## src/rtl/glyph_pkg.sv

```systemverilog
// rtl/glyph_pkg.sv - shared glyph geometry, stage-1 record and bit-index helper
package glyph_pkg;

   localparam int GLYPH_W    = 3;
   localparam int GLYPH_H    = 5;
   localparam int GLYPH_BITS = 15;

   // Where a pixel falls horizontally within the two-digit strip
   typedef enum logic [1:0] {
      REGION_OUT   = 2'd0,
      REGION_LEFT  = 2'd1,
      REGION_GAP   = 2'd2,
      REGION_RIGHT = 2'd3
   } region_t;

   // Decoded pixel carried from the coordinate stage to the bitmap stage
   typedef struct packed {
      logic    valid;
      region_t region;
      logic [1:0] col;
      logic [2:0] row;
   } stage1_t;

   // Row r occupies bits [14-3r : 12-3r]; column c is the c-th bit up from the row's low end
   function automatic logic [3:0] glyph_bit(input logic [2:0] row, input logic [1:0] col);
      return 4'(12 - 3 * int'(row) + int'(col));
   endfunction

endpackage

```

## src/rtl/blink_timer.sv

```systemverilog
// rtl/blink_timer.sv - frame-counted blink phase with pre-update visibility flag
module blink_timer #(
   parameter int BLINK_FRAMES = 30
) (
   input  logic clk,
   input  logic reset,
   input  logic frame_start,
   input  logic blink_en,
   output logic vis
);

   localparam int CW = (BLINK_FRAMES > 1) ? $clog2(BLINK_FRAMES) : 1;
   localparam logic [CW-1:0] CNT_LAST = CW'(BLINK_FRAMES - 1);

   logic [CW-1:0] cnt;
   logic          ph;

   // Visibility is taken from the phase before this frame's update is applied
   assign vis = blink_en ? ~ph : 1'b1;

   // Count frames while blinking; hold the counter cleared while blinking is off
   always_ff @(posedge clk) begin
      if (reset) begin
         cnt <= '0;
         ph  <= 1'b0;
      end else if (!blink_en) begin
         cnt <= '0;
         ph  <= 1'b0;
      end else if (frame_start) begin
         if (cnt == CNT_LAST) begin
            cnt <= '0;
            ph  <= ~ph;
         end else begin
            cnt <= cnt + 1'b1;
         end
      end
   end

endmodule

```

## src/rtl/hex_glyph_render.sv

```systemverilog
// rtl/hex_glyph_render.sv - two-digit 3x5 hex glyph rasteriser with frame shadowing and blink
module hex_glyph_render
   import glyph_pkg::*;
#(
   parameter int SCALE        = 3,
   parameter int ORIGIN_X     = 0,
   parameter int ORIGIN_Y     = 0,
   parameter int GAP          = 1,
   parameter int BLINK_FRAMES = 30,
   parameter int COORD_W      = 10
) (
   input  logic                  clk,
   input  logic                  reset,
   input  logic                  frame_start,
   input  logic [GLYPH_BITS-1:0] letter_left,
   input  logic [GLYPH_BITS-1:0] letter_right,
   input  logic                  blink_en,
   input  logic                  pix_valid,
   input  logic [COORD_W-1:0]    pix_x,
   input  logic [COORD_W-1:0]    pix_y,
   output logic                  pix_out_valid,
   output logic                  pix_on
);

   // One extra bit so the origin subtraction and comparisons never wrap
   localparam int AW = COORD_W + 1;
   localparam logic [AW-1:0] OX          = AW'(ORIGIN_X);
   localparam logic [AW-1:0] OY          = AW'(ORIGIN_Y);
   localparam logic [AW-1:0] CY_MAX      = AW'(GLYPH_H - 1);
   localparam logic [AW-1:0] LEFT_MAX    = AW'(GLYPH_W - 1);
   localparam logic [AW-1:0] RIGHT_START = AW'(GLYPH_W + GAP);
   localparam logic [AW-1:0] CX_MAX      = AW'(2 * GLYPH_W - 1 + GAP);

   logic [AW-1:0]         px, py, dx, dy, cx, cy;
   logic [1:0]            rcol;
   stage1_t               s1_next, s1;
   logic [GLYPH_BITS-1:0] sh_left, sh_right, sel_bitmap;
   logic                  sh_vis, vis, glyph_lit;

   blink_timer #(
      .BLINK_FRAMES(BLINK_FRAMES)
   ) u_blink (
      .clk        (clk),
      .reset      (reset),
      .frame_start(frame_start),
      .blink_en   (blink_en),
      .vis        (vis)
   );

   // Map screen coordinates to a glyph cell and classify it
   always_comb begin
      px      = {1'b0, pix_x};
      py      = {1'b0, pix_y};
      dx      = px - OX;
      dy      = py - OY;
      cx      = dx >> SCALE;
      cy      = dy >> SCALE;
      rcol    = 2'(cx - RIGHT_START);
      s1_next = '0;
      s1_next.valid = pix_valid;
      if (px < OX || py < OY || cy > CY_MAX || cx > CX_MAX) begin
         s1_next.region = REGION_OUT;
      end else if (cx <= LEFT_MAX) begin
         s1_next.region = REGION_LEFT;
         s1_next.col    = cx[1:0];
         s1_next.row    = cy[2:0];
      end else if (cx < RIGHT_START) begin
         s1_next.region = REGION_GAP;
      end else begin
         s1_next.region = REGION_RIGHT;
         s1_next.col    = rcol;
         s1_next.row    = cy[2:0];
      end
   end

   // Stage 1: register the decoded pixel
   always_ff @(posedge clk) begin
      if (reset) begin
         s1 <= '0;
      end else begin
         s1 <= s1_next;
      end
   end

   // Frame shadows: bitmaps and visibility only change at frame_start
   always_ff @(posedge clk) begin
      if (reset) begin
         sh_left  <= '0;
         sh_right <= '0;
         sh_vis   <= 1'b1;
      end else if (frame_start) begin
         sh_left  <= letter_left;
         sh_right <= letter_right;
         sh_vis   <= vis;
      end
   end

   // Pick the digit bitmap and the addressed bit; row/col are zero outside a digit
   always_comb begin
      sel_bitmap = (s1.region == REGION_RIGHT) ? sh_right : sh_left;
      glyph_lit  = sel_bitmap[glyph_bit(s1.row, s1.col)];
   end

   // Stage 2: register the pixel result, blank whenever the output is not valid
   always_ff @(posedge clk) begin
      if (reset) begin
         pix_out_valid <= 1'b0;
         pix_on        <= 1'b0;
      end else begin
         pix_out_valid <= s1.valid;
         pix_on        <= s1.valid && sh_vis && glyph_lit &&
                          (s1.region == REGION_LEFT || s1.region == REGION_RIGHT);
      end
   end

endmodule

```

## config.mk

```make
export PLATFORM = sky130hd
export DESIGN_NAME = hex_glyph_render
export DESIGN_NICKNAME = d
export VERILOG_FILES = /design/src/rtl/glyph_pkg.sv /design/src/rtl/blink_timer.sv /design/src/rtl/hex_glyph_render.sv
export SDC_FILE = /design/constraint.sdc
export NUM_CORES = 1
export LEC_CHECK = 0
export CAP_MARGIN = 20
export CORE_AREA = 8 8 82 84
export CTS_CLUSTER_DIAMETER = 60
export DETAILED_ROUTE_END_ITERATION = 12
export DIE_AREA = 0 0 90 92
export GPL_ROUTABILITY_DRIVEN = 0
export PLACE_DENSITY = 0.77
export SYNTH_ARGS = -nofsm -noshare
export SYNTH_HDL_FRONTEND = slang
export SYNTH_SLANG_ARGS = --single-unit
```

## constraint.sdc

```tcl
create_clock -name clk -period 6.75 [get_ports clk]
set_input_delay 1.35 -clock clk [delete_from_list [all_inputs] [get_ports clk]]
set_output_delay 1.35 -clock clk [all_outputs]
set_load 0.005 [all_outputs]
```

==> results.ini, run 1 <==
[status]
status=finished clean

[synth]
synth_top_family_by_area=multiplexers
async_reset_ff_share_pct=0
synth_fa_ha_area_share_pct=6.24
synth_top_area_share_pct=44.3
synth_nets=270
synth_cells=205
synthSimpleGateAreaFrac_pct=15.3
synth-xor-area-share_pct=4.59
synth_seq_area_share_pct=44.3
synth_edf_count=0
avgSynthCellArea_um2=10.4
synth_warnings=0
synth_top_cell_by_area=dfxtp_1
synth_area_leaders=dfxtp_1, mux2i_1, nor2_1, ha_1, mux4_1
mappedNetlistArea_um2=2130
synthMuxAreaShare_pct=22.4
synth-compound-area-share_pct=4.18
ys_ff_latch=47
synth_ff_type=dfxtp_1
ys_types=34

[worst_hold_path]
hold_path_end=pix_out_valid
holdPathStages=1
hp-start=s1[7]
hp-class=reg -> reg

[setup_path]
arrival_ns=3.06
critical_path_class=in -> reg
critPathRequiredTime_ns=6.99
cp_max_fo=6
worstPathCellList=clkdlybuf4s50_1 -> or4_1 -> a31oi_1 -> nand4_1 -> a31oi_1 -> and2_1
crit_family=simple AND/OR/NAND/NOR gates
regToRegSetupSlack_ns=4.09
rr_endpoint=pix_on
critPathLaunchType=primary input
crit_path_top_delay_cell=or4_1
r2r_cells=11
path_buf_inv=1
worst_path_most_repeated_cell=a31oi_1
cpPeakStageDelay_ns=0.54
rr_startpoint=s1[3]
endpoint_kind=register

[timing]
final-hold-violation-count=0
min_period_ns=2.82
fmax_ghz=0.355
worst_pin_slew_ns=1.02
maxSlewViolCount=0
post-route-period-util_pct=41.8
setup_violations=0
rsz0062_at_grt=no
slew_headroom_pct=32.1
finClkSkew_ns=0.00481
setup_tns_ns=0

[final_layout]
layout.nets=319
layout.cells.non_filler=327
areaGrowthSynthToFinish_pct=31.7
antenna_cells=0
fillers=529
drive_gt1_share_pct=5.49

[pwr]
p_switching_w=0.000118
power_frac_comb_pct=11.2
p_leak_nw=1.16
powerDensity_nw_per_um2=203
pwr-share-clk_pct=36.9
p_sw_share_pct=20.7
sequentialPowerShare_pct=51.9
p_int_w=0.000450
ir_worst_vdd_uv=88.6

[clock_tree]
clk_path_buf_depth=2
holdBufCountCts=0
cts_inserted_buffers=5
cts.reportedPaths.clkPinSlew_ns=0.08
clk_latency_ns=0.30
cts_tree=done
clkSinkCount=47
post-cts-setup-buffers=0
cts_root_buf=clkbuf_8
htreeDepth=2
cts_resized=0

[floorplanning]
core-area_um2=5410
ios=57
rows=27
die_area_um2=8280
die_h_um=92
initial_core_util_pct=39.3
die_w_um=90

[detailed_routing]
vias_per_cell=4.78
drt_iter0_drc=37
ant_nets=0
drc=0
drtPass1Iterations=4
vias=1564
wl_per_cell_um=13.2
totalWireLength_um=4320

[global_route]
grt_overflow=0
grt_pass1_vias=1625
grt_usage_pct=10.7
grt_max_degree=40
antenna_found_initial=0
grt_pass1_wl_um=7270

[placed_design]
dp_hpwl_um=3250
port_buffers=50
dp_cells=319

[job]
cap_viol_max_count=0

cells by family (layout without fill, tap and decap cells):
logic type,count (synthesis),in the layout
buf+inv,16,66
xor+xnor,9,9
flops,47,47
mux,39,39
compound gates,14,14
simple gates,70,70
fa+ha+maj,10,10
cell usage after synthesis (all sizes together) (2+ instances only):
cell    count
mux2i      33
nor2       40
mux4        6
a31oi       2
nor2b       2
nand2       4
ha          9
a21oi       2
buf         3
nand3       4
xnor2       2
and3        2
xor2        7
inv         7
and2        7
clkbuf      6
dfxtp      47
nand4       3
o21ai       4
nand2b      3
cell usage in the layout (no fill, tap or decap), types with 2 or more instances in the layout:
cell type,count
clkdlybuf4s50_1,49
o21ai_0,4
clkbuf_8,6
dfxtp_1,47
nand2b_1,3
a21oi_1,2
mux4_2,3
mux2i_1,33
inv_1,7
nand2_1,4
a31oi_1,2
nand4_1,3
and3_1,2
ha_1,9
xor2_1,6
nor2_1,40
xnor2_1,2
mux4_1,3
nand3_1,4
nor2b_1,2
and2_1,7
registers in the layout (all words and copies together) (netlist names):
| register | count |
|---|---|
| pix_on | 1 |
| u_blink.cnt | 5 |
| sh_right | 15 |
| pix_out_valid | 1 |
| sh_vis | 1 |
| u_blink.ph | 1 |
| s1 | 8 |
| sh_left | 15 |
layout make-up:
cell class / count / area, um2 / area share, %
inverters: 7 / 26.3 / 0.939
clock buffers: 6 / 82.6 / 2.95
multi-input cells: 142 / 1120 / 40.1
clock inverters: 2 / 35.0 / 1.25
well taps: 72 / 90.1 / 3.22
repair buffers: 51 / 503 / 18.0
flip-flops and latches: 47 / 941 / 33.6
through the flow:
step / cell area, um2 / setup WS, ns / utilization, % / total power, W / hold WS, ns
4_1_cts: 2800 / 3.92 / 51.8 / 0.000574 / 0.475
2_1_floorplan: 2130 / 4.16 / - / 0.000329 / 0.440
3_3_place_gp: 2680 / 3.62 / 49.6 / 0.000364 / 0.462
3_5_place_dp: 2680 / 3.60 / 49.6 / 0.000365 / 0.463
5_1_grt: 2800 / 3.79 / 51.8 / 0.000591 / 0.488
6_report: 2800 / 3.93 / 51.8 / 0.000567 / 0.474
how the worst max path moves through the flow:
stage / start / endpoint / slack, ns / cells after the start
2_1_floorplan: pix_x[8] / s1[0] / 4.16 / 5
3_3_place_gp: pix_x[8] / s1[4] / 3.62 / 6
3_5_place_dp: pix_x[8] / s1[3] / 3.60 / 6
4_1_cts: pix_x[8] / s1[3] / 3.92 / 6
5_1_grt: pix_x[8] / s1[4] / 3.79 / 6
6_report: pix_x[8] / s1[3] / 3.93 / 6
per-layer routing:
| layer | vias up | share of wire [%] | global-route usage [%] | wire length [um] |
|---|---|---|---|---|
| li1 | 805 | - | - | - |
| met1 | 727 | 46 | 12.5 | 1990 |
| met2 | 28 | 50 | 18.2 | 2140 |
| met3 | 4 | 3.4 | 3.18 | 145 |
| met4 | 0 | 1.0 | 4.16 | 43 |
| met5 | - | 0 | 0 | 0 |
worst reg2reg max path, stage by stage, from the launching register on:
cell and delay, ns:
dfxtp_1 0.32, inv_1 0.04, ha_1 0.28, inv_1 0.07, ha_1 0.15, nor2_1 0.07
fa_1 0.41, xnor2_1 0.35, mux4_2 0.36, or2_1 0.22, a41oi_1 0.21, o22ai_1 0.09
power by group through the flow:
stage	combinational (W)	sequential, W	clock (W)
6_report	0.0000633	0.000294	0.000210
5_1_grt	0.0000695	0.000296	0.000226
4_1_cts	0.0000641	0.000295	0.000215
3_5_place_dp	0.0000639	0.000301	0
3_3_place_gp	0.0000628	0.000301	0
2_1_floorplan	0.0000300	0.000299	0
No activity file was read; power rests on OpenSTA's default activity.
==> run 2: changes to the inputs <==
- clock period: 6.75 -> 2.95 ns (I/O delays scaled with it)
==> run 2 against run 1 <==
Flip-flop and latch count unchanged. Register-to-register slack worse by 3.7 ns. Power rose by 110%.
==> results.ini, run 2 (synthesized netlist as in run 1, its figures left out) <==
[status]
status=finished clean

[detailed_routing]
wl_per_cell_um=13.1  ; -0.82%
totalWireLength_um=4320  ; about the same
ant_nets=0  ; unchanged
vias_per_cell=4.78  ; about the same
drc=0  ; unchanged
vias=1579  ; +0.96%
drt_iter0_drc=63  ; +70%
drtPass1Iterations=4  ; unchanged

[floorplanning]
die_h_um=92  ; unchanged
initial_core_util_pct=39.3  ; unchanged
die_area_um2=8280  ; unchanged
die_w_um=90  ; unchanged
core-area_um2=5410  ; unchanged
ios=57  ; unchanged
rows=27  ; unchanged

[placed_design]
dpl_worst_slack_ns=0.417  ; -3.18 ns
placed_cell_area_um2=2700  ; +0.84%
dp_hpwl_um=3360  ; +3.4%
port_buffers=50  ; unchanged

[clock_tree]
holdBufCountCts=0  ; unchanged
cts_inserted_buffers=5  ; unchanged
post-cts-setup-buffers=0  ; unchanged
clk_path_buf_depth=2  ; unchanged
cts_resized=0  ; unchanged
clk_latency_ns=0.30  ; about the same
clkSinkCount=47  ; unchanged
htreeDepth=2  ; unchanged
cts_root_buf=clkbuf_8
cts_tree=done
cts.reportedPaths.clkPinSlew_ns=0.09  ; about the same

[final_layout]
top_regs=sh_left: 15 flops, sh_right: 15 flops, s1: 8 flops
drive_gt1_share_pct=6.59  ; +1.1 points
final_cell_area_um2=2800  ; about the same
fillers=500  ; -5.5%
antenna_cells=0  ; unchanged
final_cell_mix=clkdlybuf4s50_1, dfxtp_1, nor2_1
layout.nets=322  ; +0.94%
areaGrowthSynthToFinish_pct=31.5  ; about the same
final_common_cell=clkdlybuf4s50_1

[setup_path]
critPathRequiredTime_ns=3.13  ; -3.86 ns
critical_path_class=reg -> reg
arrival_ns=2.71  ; -0.35 ns
endpoint_kind=register
cp_max_fo=7  ; +1
critPathLaunchType=register

[timing]
fmax_ghz=0.396
post-route-period-util_pct=85.7
worst_pin_slew_ns=0.514  ; -0.505 ns
maxSlewViolCount=0  ; unchanged
setup_violations=0  ; unchanged
finClkSkew_ns=0.00860  ; +0.00378 ns
fin_ws_ns=0.423  ; -3.51 ns
final-hold-violation-count=0  ; unchanged
rsz0062_at_grt=no
setup_tns_ns=0  ; unchanged
min_period_ns=2.53
slew_headroom_pct=65.8  ; +34 points

[pwr]
sequentialPowerShare_pct=55.6  ; +3.7 points
p_sw_share_pct=23.9  ; +3.1 points
p_switching_w=0.000290  ; +150%
power_frac_comb_pct=11.9  ; +0.7 points
p_int_w=0.000925  ; +110%
p_leak_nw=1.15  ; -0.52%
powerDensity_nw_per_um2=434  ; +110%
pwr-share-clk_pct=32.5  ; -4.4 points
ir_worst_vdd_uv=315  ; +260%

[global_route]
grt_pass1_wl_um=7400  ; +1.8%
antenna_found_initial=0  ; unchanged
grt_pass1_vias=1668  ; +2.6%
grt_overflow=0  ; unchanged
grt_usage_pct=10.8  ; +0.092 points
grt_max_degree=35  ; -13%

[worst_hold_path]
hp-class=reg -> reg

[job]
cap_viol_max_count=0  ; unchanged

-- run 2: cell count changes in the layout (fill, tap and decap cells not counted), sizes merged --
cell,delta
clkbuf,-1
bufinv,-1
inv,+1
clkinv,-1
buf,+3
clkinvlp,+2
-- run 2: layout make-up --
type | count | area [um2] | share of cell area (%)
inverter | 7 | 26.3 | 0.940
tap | 72 | 90.1 | 3.22
timing repair buffer | 54 | 526 | 18.8
sequential | 47 | 941 | 33.6
multi-input combinational | 142 | 1120 | 40.1
clock buffer | 5 | 68.8 | 2.46
clock inverter | 3 | 23.8 | 0.850
-- run 2: power by group through the flow --
stage	logic [W]	clock network (W)	registers, W
finish	0.000145	0.000395	0.000675
global route	0.000160	0.000434	0.000679
CTS	0.000147	0.000404	0.000675
detailed placement	0.000147	0	0.000689
global placement	0.000143	0	0.000688
floorplan	0.0000686	0	0.000685
-- run 2: worst max-delay path: stages (launching register included) --
cell     delay (ns)
dfxtp_1        0.31
inv_1          0.03
ha_1           0.28
inv_1          0.05
ha_1           0.34
xor2_4         0.32
mux4_2         0.56
a22o_1         0.25
a41oi_1        0.17
o22ai_1        0.09
-- run 2: path summary, 6_finish.rpt --
path | cells after the start | endpoint | startpoint | slack [ns]
hold / removal | 1 | pix_out_valid | s1[7] | 0.48
hold reg to reg | 1 | pix_out_valid | s1[7] | 0.48
setup / recovery | 9 | pix_on | s1[3] | 0.42
setup reg to reg | 9 | pix_on | s1[3] | 0.42
-- run 2: per-layer routing --
metal | track usage (%) | routed length, um
met1 | 13.0 | 1940
met2 | 17.7 | 2150
met3 | 3.91 | 210
met4 | 3.33 | 25
met5 | 0 | 0
-- run 2: per-stage QoR --
step	hold slack [ns]	utilization (%)	power, W	instances
final	0.482	51.7	0.00121	330
after global routing	0.496	51.7	0.00127	330
after CTS	0.482	51.7	0.00123	330
after detailed placement	0.467	50.0	0.000836	322
after global placement	0.463	50.0	0.000832	322
after floorplan	0.440	-	0.000753	205
